## config.mk

```make
export PLATFORM = sky130hd
export DESIGN_NAME = pc_sequencer
export DESIGN_NICKNAME = d
export VERILOG_FILES = /design/src/rtl/pc_sequencer.sv
export SDC_FILE = /design/constraint.sdc
export NUM_CORES = 1
export LEC_CHECK = 0
export BUFFER_PORTS_ARGS = -buffer_cell sky130_fd_sc_hd__buf_2
export CAP_MARGIN = 20
export CORE_ASPECT_RATIO = 1.4
export CORE_MARGIN = 4
export CORE_UTILIZATION = 47
export DETAILED_ROUTE_END_ITERATION = 8
export HOLD_SLACK_MARGIN = 0.12
export MAX_ROUTING_LAYER = met4
export PLACE_DENSITY = 0.79
export REMOVE_ABC_BUFFERS = 1
export SLEW_MARGIN = 20
export SYNTH_ARGS = -nofsm -noshare
export SYNTH_HDL_FRONTEND = slang
export SYNTH_SLANG_ARGS = --single-unit
```

## constraint.sdc

```tcl
create_clock -name clk -period 3.35 [get_ports clk]
set_input_delay 0.67 -clock clk [delete_from_list [all_inputs] [get_ports clk]]
set_output_delay 0.67 -clock clk [all_outputs]
set_load 0.05 [all_outputs]
```

## src/rtl/pc_sequencer.sv

```systemverilog
`default_nettype none
// ============================================================================
//  Module   : pc_sequencer
//  Purpose  : Owns the program counter and selects the next fetch address
//             each cycle: sequential PC+4, branch target, J/JAL target or
//             JR register target. Provides stall handling, a one-cycle
//             redirect pulse and a sticky misaligned-JR error flag.
//  Options  : DELAY_SLOT_EN - when defined, redirects are taken after one
//             MIPS branch-delay-slot instruction (SEQ/SLOT state machine).
//             When undefined, redirects load pc directly.
//  Ports    : clk           - system clock, rising edge
//             reset         - synchronous active-high reset
//             stall         - hold all state; control inputs not sampled
//             jump          - J/JAL decoded
//             jump_target   - instr[25:0] of the jump
//             branch_taken  - conditional branch resolved taken
//             branch_offset - instr[15:0], signed word offset
//             jr            - JR decoded
//             jr_addr       - register value for JR
//             pc            - current fetch address
//             pc_plus4      - pc + 4 (combinational, JAL link value)
//             redirect      - pc was just loaded with a non-sequential target
//             addr_err      - sticky: an accepted JR had jr_addr[1:0] != 0
//  Revision : 1.0 - initial release
// ============================================================================
module pc_sequencer #(
    parameter logic [31:0] RESET_PC = 32'h0000_0000
) (
    input  logic        clk,
    input  logic        reset,
    input  logic        stall,
    input  logic        jump,
    input  logic [25:0] jump_target,
    input  logic        branch_taken,
    input  logic [15:0] branch_offset,
    input  logic        jr,
    input  logic [31:0] jr_addr,
    output logic [31:0] pc,
    output logic [31:0] pc_plus4,
    output logic        redirect,
    output logic        addr_err
);

    localparam logic [31:0] c_PC_STEP = 32'd4;

    // Registered state
    logic [31:0] r_pc_q;
    logic        r_redirect_q;
    logic        r_addr_err_q;

    // Next-state values
    logic [31:0] w_pc_d;
    logic        w_redirect_d;
    logic        w_addr_err_d;

    // Target datapath
    logic [31:0] w_pc_plus4;
    logic [31:0] w_jump_tgt;
    logic [31:0] w_branch_tgt;
    logic [31:0] w_jr_tgt;
    logic [31:0] w_target;
    logic        w_req;
    logic        w_jr_misalign;

`ifdef DELAY_SLOT_EN
    typedef enum logic [0:0] {
        ST_SEQ  = 1'b0,
        ST_SLOT = 1'b1
    } state_t;

    state_t      r_state_q;
    state_t      w_state_d;
    logic [31:0] r_pending_q;
    logic [31:0] w_pending_d;
`endif

    // ------------------------------------------------------------------
    // Target arithmetic. All targets are relative to pc+4 (the address
    // of the delay-slot instruction in MIPS terms), wrapping mod 2^32.
    // ------------------------------------------------------------------
    always_comb begin
        w_pc_plus4   = r_pc_q + c_PC_STEP;
        w_jump_tgt   = {w_pc_plus4[31:28], jump_target, 2'b00};
        w_branch_tgt = w_pc_plus4 + {{14{branch_offset[15]}}, branch_offset, 2'b00};
        w_jr_tgt     = {jr_addr[31:2], 2'b00};

        // Priority: jr > jump > branch_taken
        w_req = jr | jump | branch_taken;
        if (jr) begin
            w_target = w_jr_tgt;
        end else if (jump) begin
            w_target = w_jump_tgt;
        end else begin
            w_target = w_branch_tgt;
        end

        // jr has top priority, so jr=1 always means the JR is the one taken
        w_jr_misalign = jr && (jr_addr[1:0] != 2'b00);
    end

    // ------------------------------------------------------------------
    // Next-state selection
    // ------------------------------------------------------------------
    always_comb begin
        w_pc_d       = r_pc_q;
        w_redirect_d = 1'b0;
        w_addr_err_d = r_addr_err_q;
`ifdef DELAY_SLOT_EN
        w_state_d    = r_state_q;
        w_pending_d  = r_pending_q;
`endif
        if (!stall) begin
`ifdef DELAY_SLOT_EN
            if (r_state_q == ST_SLOT) begin
                // Delay slot already issued: take the saved target. Control
                // inputs seen here belong to the slot instruction and are
                // deliberately dropped.
                w_pc_d       = r_pending_q;
                w_state_d    = ST_SEQ;
                w_redirect_d = 1'b1;
            end else begin
                w_pc_d = w_pc_plus4;
                if (w_req) begin
                    w_pending_d = w_target;
                    w_state_d   = ST_SLOT;
                    if (w_jr_misalign) begin
                        w_addr_err_d = 1'b1;
                    end
                end
            end
`else
            if (w_req) begin
                w_pc_d       = w_target;
                w_redirect_d = 1'b1;
                if (w_jr_misalign) begin
                    w_addr_err_d = 1'b1;
                end
            end else begin
                w_pc_d = w_pc_plus4;
            end
`endif
        end
    end

    // ------------------------------------------------------------------
    // State registers; reset overrides stall and all control inputs.
    // ------------------------------------------------------------------
    always_ff @(posedge clk) begin
        if (reset) begin
            r_pc_q       <= RESET_PC;
            r_redirect_q <= 1'b0;
            r_addr_err_q <= 1'b0;
`ifdef DELAY_SLOT_EN
            r_state_q    <= ST_SEQ;
            r_pending_q  <= 32'h0000_0000;
`endif
        end else begin
            r_pc_q       <= w_pc_d;
            r_redirect_q <= w_redirect_d;
            r_addr_err_q <= w_addr_err_d;
`ifdef DELAY_SLOT_EN
            r_state_q    <= w_state_d;
            r_pending_q  <= w_pending_d;
`endif
        end
    end

    assign pc       = r_pc_q;
    assign pc_plus4 = w_pc_plus4;
    assign redirect = r_redirect_q;
    assign addr_err = r_addr_err_q;

endmodule
`default_nettype wire

```

---- Yosys cells after proc, flatten, opt, wreduce, memory -nomap -nowiden ----
Cells that the tools add are included.
word-level totals
  flip-flop bits (word level) ............. 34
  input bits .............................. 80
  output and inout bits ................... 66
  word-level logic and storage cells ...... 16
operators by class
  add/subtract/negate cells ............... 2
  muxes and demuxes ....................... 4
  bitwise operators ....................... 3
  reductions and logical operators ........ 4
operators by type and width
  cell                                           number
  two-way mux 32 bit                             3
  adder 32 x 3 -> 32 bit, second input constant  1
  adder 32 bit                                   1
  AND reduction 3 bit                            1
  OR 1 bit                                       2
  nonzero test 2 bit                             1
  OR reduction 2 bit                             1
  logical AND 1 bit                              1
  two-way mux 1 bit                              1
  NOT 1 bit                                      1

---- Depth between registers and ports, before layout ----
  depth after elaboration ................. 5
  depth in mapped cells ................... 20
  mapped depth without buffers ............ 18

---- Least setup slack after synthesis ----
Ideal clock, no wire load.
  kind .................................... register to register
  start ................................... register r_pc_q[2] (netlist: pc[2])
  end ..................................... register r_pc_q[31] (netlist: pc[31])
  setup time .............................. 122 ps
  data arrival time ....................... 4701 ps
  data required time ...................... 3228 ps
  slack ................................... -1473 ps
  stages on the path, launching flop included .. 18
  buffers on the path ..................... 2
  period minus slack after synthesis ...... 4823 ps
  path through ............................ dfxtp_1 > ha_1 > and3_1 > buf_2 > nand2_1 > nor2_1 > and2_1 > nand3_1 > xnor2_1 > ha_1 > clkbuf_1 > a21o_1 > a21o_1 > a21oi_1 > a21boi_1 > or3_1 > a41oi_1 > o311a_1
between the ends
  cells in the longest elaborated chain, start to end .. 5
RTL lines
  what                    RTL line  source
  from (decl)             47        logic [31:0] r_pc_q;
  from (signal assigned)  158       r_pc_q <= w_pc_d;
  adder 32 x 3 -> 32 bit  82        w_pc_plus4 = r_pc_q + c_PC_STEP;
  via pc_plus4[24]        39        output logic [31:0] pc_plus4,
  adder 32 bit            84        w_branch_tgt = w_pc_plus4 + {{14{branch_offset[15]}}, branch_offset, 2'b00};
  two-way mux 32 bit      91        end else if (jump) begin
  two-way mux 32 bit      89        if (jr) begin
  two-way mux 32 bit      132       if (w_req) begin
The timed path passes the listed nets, and every way through them passes these cells.
A chain may end at the register's enable or synchronous reset.

---- Worst setup path after layout ----
  start ................................... register r_pc_q[2] (netlist: pc[2])
  end ..................................... register r_pc_q[27] (netlist: pc[27])
between the ends
  cells in the longest elaborated chain, start to end .. 5
RTL lines
  what                      RTL line
  adder 32 x 3 -> 32 bit *  82
  adder 32 bit              84
  two-way mux 32 bit        91
  two-way mux 32 bit        89
  two-way mux 32 bit *      132
Mark *: on every way between the ends. The rest lies on a longest branch, timed or not.

==> results.md <==
- The number of nets in the layout is 933.
- The most used flip-flop cell after synthesis is dfxtp_1.
- The longest clock path from root to sink contains 2 buffers.
- Summed over all layers, the routed wires come to 18300 µm.
- The worst hold path passes through 2 cells.
- The leakage power is 3.21 nW.
- Yosys mapped a number of flops with a built-in enable equal to 0.
- The routed via count is 5817.
- The portion of synthesized area spent on multiplexers is 0.00736.
- The cell depth of the worst flop-to-flop path is 17.
- The endpoint of the worst register-to-register path is pc[27].
- In this run the worst path has a maximum fanout of 4.
- The number of hold-slack violations in the final timing report is 0.
- Prior to clock tree synthesis, the placed netlist has a worst setup slack of -0.155 ns.
- On the critical path the largest part of the delay comes from compound AO/OA/AOI/OAI gates.
- The tool flagged a number of max-cap violations equal to 0.
- The filler cells instantiated in the layout total 578.
- The startpoint type of the worst setup path is a register.
- Counting every instance in the synthesized netlist gives 571.
- The placed wire-length estimate is 12700 µm.
- The sequential share of the synthesized area is 0.157.
- The worst register-to-register path begins at pc[2].
- The synthesized netlist occupies a cell area of 0.00408 mm².
- The maximum level of the CTS H-tree is 2.
- For this run, the number of Yosys warnings is 0.
- The required time of the critical path is 3.54 ns.
- The launching element of the worst setup path is pc[2].
- The type of the most critical hold path is register to register.
- The post-synthesis async set-or-reset flop share is 0.
- In this run the tool buffered the top-level ports with 141 buffer cells.
- TritonCTS built the clock tree.
- The main combinational cell family by area after synthesis is compound AO/OA/AOI/OAI gates.
- Dividing total power by cell area gives a power density of 337 mW/mm².
- The flow ran to the end, but the final reports show violations.
- The clock period minus final worst setup slack is 3.37 ns.
- The total stage count of the critical path is 17.
- Measured on the finished design, the core utilization comes to 0.765.
- The number of different library cells used by synthesis comes to 63.
- The critical path in this run is classified as register to register.
- In the global route stage, overall resource usage came out at 0.331.
- The first global-routing pass estimated 26900 µm of wire.
- The post-synthesis share of cell area spent on and, or, nand and nor gates is 0.219.
- Setup repair after global routing could not meet its margin everywhere.
- Traced cell by cell, the critical path runs through ha_4, and3_4, buf_4, nand3_2, xnor2_2, ha_4, a211oi_2, nor2_1, o21ai_2, o41ai_4, a211oi_2, o21ai_2, a21boi_2, buf_4, xnor2_2, o221ai_2, a221oi_1.
- The number of sinks on the clock net is 32.
- For the worst setup path, the data arrival time is 3.56 ns.
- Of the total synthesized cell area, the portion taken by XOR and XNOR cells is 0.107.
- The clock reaches the later pin of the worst-skew pair after 0.29 ns.
- The adder and majority cell fraction of the synthesized area is 0.115.
- For this design, the CTS-stage hold fixing added 0 buffers.
- From synthesis to final layout, the design area changed by 55.6%.
- In the final layout, the share of cells above drive strength 1 is 0.444.
- Counting both buffers and inverters, the worst setup path holds a total of 2.
- For this configuration, the core starts out at a cell density of 0.492.
- In this run the core area contains 39 standard-cell rows.
- The worst setup path is captured at a register.
- Setup slack on the worst reg-to-reg path comes out at -0.02 ns.
- Dividing the detail-routed via count by the number of cells gives 6.32.
- The final max-slew violation count is 0.
- The ratio of final minimum period to clock period is 1.01.
- The number of DRC markers in iteration 0 is 511.
- In this run the mean area of a mapped cell was 7.14 µm².
- The initial antenna violation count is 1.
- The cell at the root of the clock tree is clkbuf_16.
- The floorplan die height is 118 µm.
- The worst setup path endpoint is pc[27].
- After synthesis the netlist holds a flip-flop and latch count of 32.
- The boundary pin count is 146.
- The maximum number of pins on one net before global-route repair is 36.
- Setup violations remaining at the end of the flow were counted as 1.
- The checks that failed: setup timing.
- The floorplan step defined a die boundary enclosing 0.0103 mm².
- The die is 86.7 µm wide.
- Headroom to the max-slew limit came out at 0.457.
- The number of CTS-inserted buffers is 5.
- The slowest stage of the critical path is the dfxtp_2 cell.
- The total grt overflow is 0.
- The worst setup skew after layout is 0.00749 ns.
- The worst-case IR drop observed on VDD is 0.000235 V.
- The transition time at the pin with the least slew margin is 0.815 ns.
- The number of remaining DRC errors is 0.
- Static timing analysis puts the maximum clock frequency at 296 MHz.
- The delay of the slowest cell on the worst path is 0.35 ns.
- The final-layout worst hold slack is 0.489 ns.
- The placer congestion estimate is 0.980.
- The share of the synthesized area in compound gates (AO/OA/AOI/OAI) is 0.339.
- The residual antenna-violating net count after detailed routing is 0.
- The CTS clock-pin slew for the worst setup and hold paths is 0.06 ns.
- The first detailed-routing pass took 5 iterations.
- Once routing completed, OpenROAD measured the worst setup slack at -0.0228 ns.
- The placeable core region is 0.00830 mm².
- In the final routed layout, each cell accounts on average for 19.8 µm.
- The via count of the first global-routing pass came to 5645.
-- per-layer routing --
metal / share of wire / wire [µm] / track usage
met5: 0 / 0 / -
met4: 0.061 / 1110 / 0.175
met3: 0.092 / 1680 / 0.0578
met2: 0.50 / 9210 / 0.570
met1: 0.34 / 6260 / 0.352
-- layout make-up --
class	instances	area [µm²]	share of cell area
Tap cell	102	128	0.0201
Clock inverter	1	7.51	0.00118
Antenna cell	1	2.50	0.000394
Timing Repair Buffer	269	1680	0.265
Multi-Input combinational cell	488	3660	0.577
Clock buffer	7	143	0.0225
Inverter	20	75.1	0.0118
Sequential cell	32	646	0.102
-- cells in the mapped netlist (12+ instances only) --
library cell  count  area, µm²
xnor2_1          35        307
nand3_1          19       95.1
clkbuf_1         26       97.6
nand4_1          12       75.1
a21oi_1          56        280
nand2_1          54        203
a21o_1           16        120
dfxtp_1          32        641
xor2_1           15        131
a221oi_1         13        114
ha_1             36        450
o21ai_0          27        135
a211oi_1         13       97.6
nor2_1           50        188
nor3_1           20        100
inv_1            19       71.3
-- cells in the final DEF, fill, tap and decap left out, types with 4 or more instances in the layout --
cell,instances
ha_1,29
a21oi_1,44
nand3_1,13
o21ai_1,8
dfxtp_2,4
inv_1,19
o21ai_0,22
xnor2_2,12
buf_6,4
a21oi_2,13
xor2_1,14
a221oi_1,12
nand3_2,5
and3_1,9
buf_4,124
o21ai_2,7
a211oi_2,6
o211ai_1,6
buf_2,141
xnor2_1,22
nor2_1,48
a211oi_1,8
clkbuf_16,5
nor3_1,18
a22oi_1,7
ha_4,5
nand2_1,51
dfxtp_1,28
nor2b_1,5
o22ai_1,11
a221o_1,6
nand4_1,12
conb_1,4
a21o_1,16
o21bai_1,6
-- worst reg2reg max path, cell delays in order (launching register included) --
cell      delay, ns
dfxtp_2        0.35
ha_4           0.14
and3_4         0.20
buf_4          0.14
nand3_2        0.10
xnor2_2        0.21
ha_4           0.25
a211oi_2       0.21
nor2_1         0.10
o21ai_2        0.17
o41ai_4        0.13
a211oi_2       0.31
o21ai_2        0.11
a21boi_2       0.21
buf_4          0.16
xnor2_2        0.13
o221ai_2       0.13
a221oi_1       0.26
-- timing repair --
item                       4_1_cts  5_1_grt
setup buffers                    7       18
setup endpoints to repair       11       18
resized for setup               28       68
pin swaps                       13       48
-- state kept, by name, indices dropped and copies added, names as in the netlist --
signal,count
addr_err,1
pc,30
redirect,1
-- kinds of logic (layout without fill, tap and decap cells) --
family,Yosys count,in the layout
compound gates,204,204
xor+xnor,50,50
fa+ha+maj,37,37
buf+inv,54,297
flops,32,32
mux,3,3
other cells,1,5
simple gates,190,190
-- report_power, final --
group / switching [mW] / leakage [nW] / total, mW / internal [mW]
clock: 0.198 / 0.0701 / 0.495 / 0.297
combinational: 0.722 / 2.87 / 1.20 / 0.477
sequential: 0.0333 / 0.266 / 0.444 / 0.411
-- worst min-delay path by stage --
| stage | start | to | slack [ns] |
|---|---|---|---|
| 5_1_grt | addr_err | addr_err | 0.53 |
| 6_report | addr_err | addr_err | 0.49 |
| 2_1_floorplan | addr_err | addr_err | 0.69 |
| 3_5_place_dp | addr_err | addr_err | 0.48 |
| 3_3_place_gp | addr_err | addr_err | 0.45 |
| 4_1_cts | addr_err | addr_err | 0.49 |
-- metrics by stage --
stage          total power [mW]  cell area [µm²]  cells  TNS [ns]
4_1_cts                    2.00             5860    901         0
2_1_floorplan              1.10             3950    540    -23.68
3_3_place_gp               1.47             5550    886    -0.357
5_1_grt                    2.21             6350    920    -0.914
3_5_place_dp               1.49             5550    886     -1.12
6_report                   2.14             6350    920   -0.0228
(Power assumes the default switching activity.)
